### config.mk
export PLATFORM = sky130hd
export DESIGN_NAME = result_streamer
export DESIGN_NICKNAME = d
export VERILOG_FILES = /design/src/rtl/result_streamer.sv
export SDC_FILE = /design/constraint.sdc
export NUM_CORES = 1
export LEC_CHECK = 0
export CAP_MARGIN = 30
export CELL_PAD_IN_SITES_DETAIL_PLACEMENT = 1
export CELL_PAD_IN_SITES_GLOBAL_PLACEMENT = 1
export CORE_MARGIN = 5
export CORE_UTILIZATION = 43
export DETAILED_ROUTE_END_ITERATION = 6
export GPL_TIMING_DRIVEN = 0
export PLACE_DENSITY_LB_ADDON = 0.1
export SLEW_MARGIN = 5
export SYNTH_ARGS = -nofsm -noshare
export SYNTH_HDL_FRONTEND = slang
export SYNTH_SLANG_ARGS = --single-unit
export TNS_END_PERCENT = 5
### constraint.sdc
create_clock -name clk -period 6 [get_ports clk]
set_input_delay 0.6 -clock clk [delete_from_list [all_inputs] [get_ports clk]]
set_output_delay 0.6 -clock clk [all_outputs]
set_load 0.01 [all_outputs]
### src/rtl/result_streamer.sv
// result_streamer: captures {seq, e, offset} on a rising done and streams it as a checksummed byte frame
module result_streamer #(
    parameter int         SEQ_WIDTH = 8,
    parameter int         E_WIDTH   = 20,
    parameter logic [7:0] HEADER    = 8'hA5
) (
    input  logic                 clk,
    input  logic                 rst,
    input  logic [6:0]           i_offset,
    input  logic [SEQ_WIDTH-1:0] i_seq,
    input  logic [E_WIDTH-1:0]   i_e,
    input  logic                 i_done,
    output logic [7:0]           o_data,
    output logic                 o_valid,
    input  logic                 i_ready,
    output logic                 o_busy,
    output logic                 o_overrun,
    output logic [7:0]           o_frame_cnt
);
    localparam int SB = (SEQ_WIDTH + 7) / 8;
    localparam int EB = (E_WIDTH + 7) / 8;
    localparam int N  = 3 + SB + EB;
    localparam int IW = $clog2(N);
    localparam logic [IW-1:0] LAST = IW'(N - 1);

    typedef enum logic {IDLE, SEND} state_t;

    state_t             state, state_n;
    logic               done_q, start, hs, last;
    logic [IW-1:0]      idx, idx_n;
    logic [7:0]         data_n, chk, chk_n;
    logic [6:0]         sh_off;
    logic [SEQ_WIDTH-1:0] sh_seq;
    logic [E_WIDTH-1:0] sh_e;
    logic [8*N-1:0]     frame;

    assign start   = i_done & ~done_q;
    assign o_valid = state == SEND;
    assign o_busy  = o_valid;
    assign hs      = o_valid & i_ready;
    assign last    = idx == LAST;
    // top byte is the running checksum, so the CHK byte is simply the last slot
    assign frame   = {chk, (8*EB)'(sh_e), (8*SB)'(sh_seq), 1'b0, sh_off, HEADER};

    always_comb begin
        state_n = state;
        idx_n   = idx;
        data_n  = o_data;
        chk_n   = chk;
        if (state == IDLE && start) begin
            state_n = SEND;
            idx_n   = '0;
            data_n  = HEADER;
            chk_n   = HEADER;
        end else if (hs && last) begin
            state_n = IDLE;
        end else if (hs) begin
            idx_n   = idx + 1'b1;
            data_n  = frame[{idx_n, 3'b000} +: 8];
            chk_n   = chk ^ data_n;
        end
    end

    always_ff @(posedge clk) begin
        if (rst) begin
            state       <= IDLE;
            done_q      <= 1'b0;
            idx         <= '0;
            o_data      <= '0;
            chk         <= '0;
            o_overrun   <= 1'b0;
            o_frame_cnt <= '0;
        end else begin
            state  <= state_n;
            done_q <= i_done;
            idx    <= idx_n;
            o_data <= data_n;
            chk    <= chk_n;
            if (start && state == SEND) o_overrun <= 1'b1;
            if (hs && last) o_frame_cnt <= o_frame_cnt + 1'b1;
        end
    end

    always_ff @(posedge clk) begin
        if (state == IDLE && start) {sh_off, sh_seq, sh_e} <= {i_offset, i_seq, i_e};
    end
endmodule

=== Word level (Yosys, flattened, before mapping) ===
Cells that the tools add are included.

* Flip-flop bits (word level): 65
* Input port bits: 39
* Logic and storage cells: 39

* $add $sub $neg: 2
* Equal/unequal tests: 2
* Shifts and indexed selects: 1
* Mux-type cells: 8
* Bitwise logic cells: 6
* Reduce and logical (&&, ||, !) cells: 8

{| class="wikitable"
|+ Operator list
! operator !! number
|-
| variable part select 56 x 7 -> 8 bit || 1
|-
| two-way mux 8 bit || 6
|-
| adder 8 x 1 -> 8 bit, second input constant || 1
|-
| bitwise XOR 8 bit || 1
|-
| AND reduction 2 bit || 2
|-
| nonzero test 2 bit || 2
|-
| adder 3 x 1 -> 3 bit, second input constant || 1
|-
| == test 3 bit, second input constant || 1
|-
| logical AND 1 bit || 3
|-
| inverter 1 bit || 3
|-
| AND 1 bit || 2
|-
| two-way mux 1 bit || 2
|-
| inequality test 2 x 1 -> 1 bit, second input constant || 1
|-
| OR reduction 2 bit || 1
|}

=== Logic depth before layout (Yosys ltp) ===
* Word-level depth: 6
* Gate-level depth with buffers: 8
* Depth with buffers taken out: 6

=== Worst setup path after synthesis ===
Ideal clock, no wire load.

* Path type: in2reg
* Start point: input i_done
* End point: register chk[1]
* Setup time: 0.120 ns
* Data arrival time: 2.012 ns
* Data required time: 5.880 ns
* Slack: 3.869 ns
* Cell stages on the path: 5
* Path buffers: 1
* Path through: nor3b_1 > buf_2 > nor2_1 > nand2_1 > mux2i_1

* Cells in the longest elaborated chain, start to end: 3

{| class="wikitable"
|+ RTL lines
! element !! line !! text
|-
| start: declaration || 12 || <nowiki>input logic i_done,</nowiki>
|-
| AND 1 bit || 37 || <nowiki>assign start = i_done & ~done_q;</nowiki>
|-
| logical AND 1 bit || 50 || <nowiki>if (state == IDLE && start) begin</nowiki>
|-
| OR reduction 2 bit (no line) || -- ||
|-
| end signal: assignment || 78 || <nowiki>chk <= chk_n;</nowiki>
|-
| end: declaration || 31 || <nowiki>logic [7:0] data_n, chk, chk_n;</nowiki>
|}

Every way passes these cells.
A chain may end at the register's enable or synchronous reset.

=== Final worst setup path ===
* Start point: register idx[0]
* End point: register chk[2]

* Cells in the longest elaborated chain, start to end: 6

{| class="wikitable"
|+ RTL lines
! element !! line !! text
|-
| start: declaration || 30 || <nowiki>logic [IW-1:0] idx, idx_n;</nowiki>
|-
| start signal: assignment || 76 || <nowiki>idx <= idx_n;</nowiki>
|-
| adder 3 x 1 -> 3 bit || 58 || <nowiki>idx_n = idx + 1'b1;</nowiki>
|-
| variable part select 56 x 7 -> 8 bit || 59 || <nowiki>data_n = frame[{idx_n, 3'b000} +: 8];</nowiki>
|-
| bitwise XOR 8 bit || 60 || <nowiki>chk_n = chk ^ data_n;</nowiki>
|-
| two-way mux 8 bit || 57 || <nowiki>end else if (hs) begin</nowiki>
|-
| two-way mux 8 bit || 55 || <nowiki>end else if (hs && last) begin</nowiki>
|-
| two-way mux 8 bit || 50 ||
|}

Parallel ways exist; a longest one is shown, timed or not. The select of a mux whose other input is x is not followed.

==> run summary <==
synthesis-to-finish area growth: 31.9%
GR Util met3: 3.75%
WP data required: 6.20 ns
hpwl dp: 4910 um
Clock Latency Late Sink: 0.34 ns
# DRC: 0
maximum VDD drop: 0.190 mV
die footprint: 8230 sq um
Post-CTS Setup Inserts: 0
Least-Margin Pin Slew: 0.725 ns
Clock transition at path regs: 0.08 ns
CP Cell Sequence: clkinv_1 > ha_1 > buf_2 > buf_2 > mux2i_1 > mux2i_1 > a221oi_1 > a211oi_1
multi-input logic area: 1070 sq um
fin crit period: 2.71 ns
CP Max Fanout: 10
DRT iter0 DRCs: 80
total gr overflow: 0
number of gates resized after CTS: 0
Final nets: 350
Setup TNS: 0 ns
Mapped Nets: 280
Final Cell Area: 3700 sq um
top-count cell post-synth: edfxtp_1
kind of critical path: reg -> reg
Worst Setup SP: idx[0]$_SDFFE_PP0P_
CP Launch Type: register
Crit-path slowest cell: dfxtp_1
# fillers: 664
row count: 29
Post-synth EDFFs: 35
Syn Area/Cell: 11.8 sq um
largest net degree at the start of global routing: 45
worst clock skew: 0.00672 ns
layout cells sized above 1: 11.8%
Yosys cell types: 47
H-tree lvl count: 3
CTS Root Cell: clkbuf_8
area post-placement: 3470 sq um
Reg area: 1650 sq um
CP top delay family: buffers and inverters
GRT met2 Usage: 28.5%
hold crit path type: reg -> reg
initial antenna violation count: 0
Seq cells post-synth: 65
total wire length: 6910 um
ANT nets after route: 0
GRT Overall Usage: 17.2%
register area share after synthesis: 58.9%
top cell type's share of synthesized area: 37.5%
Die W: 90.7 um
Num CTS Buffers: 9
CTS tree: yes
core region area: 6350 sq um
P_leak: 1.40 nW
clk buf depth: 2
global route hottest layer: met2
ys flop type: edfxtp_1
yosys warns: 0
MaxCap Viol Count: 0
Post-synth top cells: edfxtp_1 (35), dfxtp_1 (30), mux2i_1 (23), nand2_1 (19), nor2_1 (16)
RR Startpoint: idx[0]$_SDFFE_PP0P_
Die Span Y: 90.7 um
fin cells: 390
top cells by area, synth: edfxtp_1 (38%), dfxtp_1 (21%), mux2i_1 (8.2%), nand2_1 (2.5%), a21oi_1 (2.1%)
status: complete, no violations
grt met1 use: 21.0%
RSZ-0062 raised after global routing: false
pwr dens: 269 nW/um^2
Tcrit/Tclk final: 45.2%
vias in the first global route: 2258
cells after synthesis: 238
cell area after synthesis: 2800 sq um
critical path's largest stage delay: 0.43 ns
GP Congestion: 0.743
I/O pins: 58
CP Capture Type: register
area leader, netlist: edfxtp_1
vias per cell: 5.45
final setup fails: 0
max_slew headroom: 51.4%
DR WL/cell: 17.7 um
Min-Delay Startpoint: o_data[6]$_SDFFE_PP0P_
initial core utilization: 44.1%
final hold viol count: 0
count of final max-slew check failures: 0
IO Port Bufs: 57
post-synthesis async set-or-reset flop share: 0%
DRT Pass-1 Iters: 4
Antenna Diode Count: 0
vias after detailed routing: 2124
CTS sink count: 65
Crit path buffers/inverters: 3
Arr. time, crit path: 2.91 ns
first-pass GRT wire length: 11200 um
Inst Count DP: 373
highest clock rate: 369 MHz
hold_buf cts: 0
[per-stage QoR]
| step | setup WS [ns] | utilization [%] | total power [W] | hold WS (ns) |
|---|---|---|---|---|
| after CTS | 2.98 | 57.8 | 0.00100 | 0.461 |
| after global placement | 2.41 | 54.6 | 0.000631 | 0.443 |
| after floorplan | 3.87 | - | 0.000576 | 0.431 |
| after detailed placement | 2.63 | 54.7 | 0.000635 | 0.451 |
| after global routing | 3.09 | 58.2 | 0.00104 | 0.485 |
| final | 3.29 | 58.2 | 0.000996 | 0.458 |
[flip-flops by register name (all words and copies together) (netlist names)]
| signal | cells |
|---|---|
| done_q | 1 |
| o_busy | 1 |
| idx | 3 |
| chk | 8 |
| o_data | 8 |
| sh_seq | 8 |
| sh_off | 7 |
| o_overrun | 1 |
| sh_e | 20 |
| o_frame_cnt | 8 |
[worst register-to-register path, cell delays in order (launching register included)]
cell and delay [ns]:
dfxtp_1 0.43, clkinv_1 0.29, ha_1 0.38, buf_2 0.27, buf_2 0.37, mux2i_1 0.28
mux2i_1 0.14, a221oi_1 0.33, a211oi_1 0.09
[metal layers]
layer | part of all wire [%] | up-vias
met3 | 3.7 | 13
met4 | 1.7 | 0
met5 | 0 | -
met2 | 51 | 38
li1 | - | 1030
met1 | 44 | 1043
[layout make-up]
| type | count | share of cell area, % |
|---|---|---|
| buffer | 13 | 1.83 |
| clock buffer | 9 | 3.35 |
| clock inverter | 7 | 1.93 |
| inverter | 3 | 0.305 |
| multi-input combinational | 157 | 29.0 |
| sequential | 65 | 44.7 |
| tap | 77 | 2.61 |
| timing repair buffer | 59 | 16.3 |
[placed cells by master, fill, tap and decap left out, types with 3 or more instances in the layout]
cell type and instances:
a211oi_1 3, a21oi_1 12, a31oi_1 3, buf_2 7, clkbuf_1 5, clkbuf_8 9, clkdlybuf4s50_1 57, clkinvlp_4 3
dfxtp_1 30, edfxtp_1 35, ha_1 3, mux2i_1 23, nand2_1 19, nand3_1 8, nand3b_1 3, nand4_1 4
nor2_1 16, nor3_1 10, o211ai_1 4, o21ai_0 4, or2_2 4, or3_1 5, xnor2_1 3, xor2_1 3
[report_power, final]
group / leakage (nW) / internal (W) / switching [W] / total [W]
clock: 0.0912 / 0.000191 / 0.000177 / 0.000368
combinational: 0.733 / 0.0000628 / 0.0000581 / 0.000121
sequential: 0.576 / 0.000495 / 0.0000121 / 0.000507
total: 1.40 / 0.000749 / 0.000247 / 0.000996
[logic make-up after synthesis]
family,Yosys count,share of synthesized area (%)
AND/OR/NAND/NOR,81,14.9
buffers and inverters,16,2.81
AO/OA/AOI/OAI,39,9.46
adder cells (fa/ha/maj),3,1.34
flip-flops,65,58.9
XOR/XNOR,8,3.04
multiplexers,26,9.55
[final timing paths]
| kind | endpoint | slack [ns] | cells after the start |
|---|---|---|---|
| min | o_data[6]$_SDFFE_PP0P_ | 0.46 | 2 |
| max | chk[2]$_SDFFE_PP0P_ | 3.29 | 8 |
| max reg2reg | chk[2]$_SDFFE_PP0P_ | 3.29 | 8 |
| min reg2reg | o_data[6]$_SDFFE_PP0P_ | 0.46 | 2 |
Power figures use the tool's default switching activity.
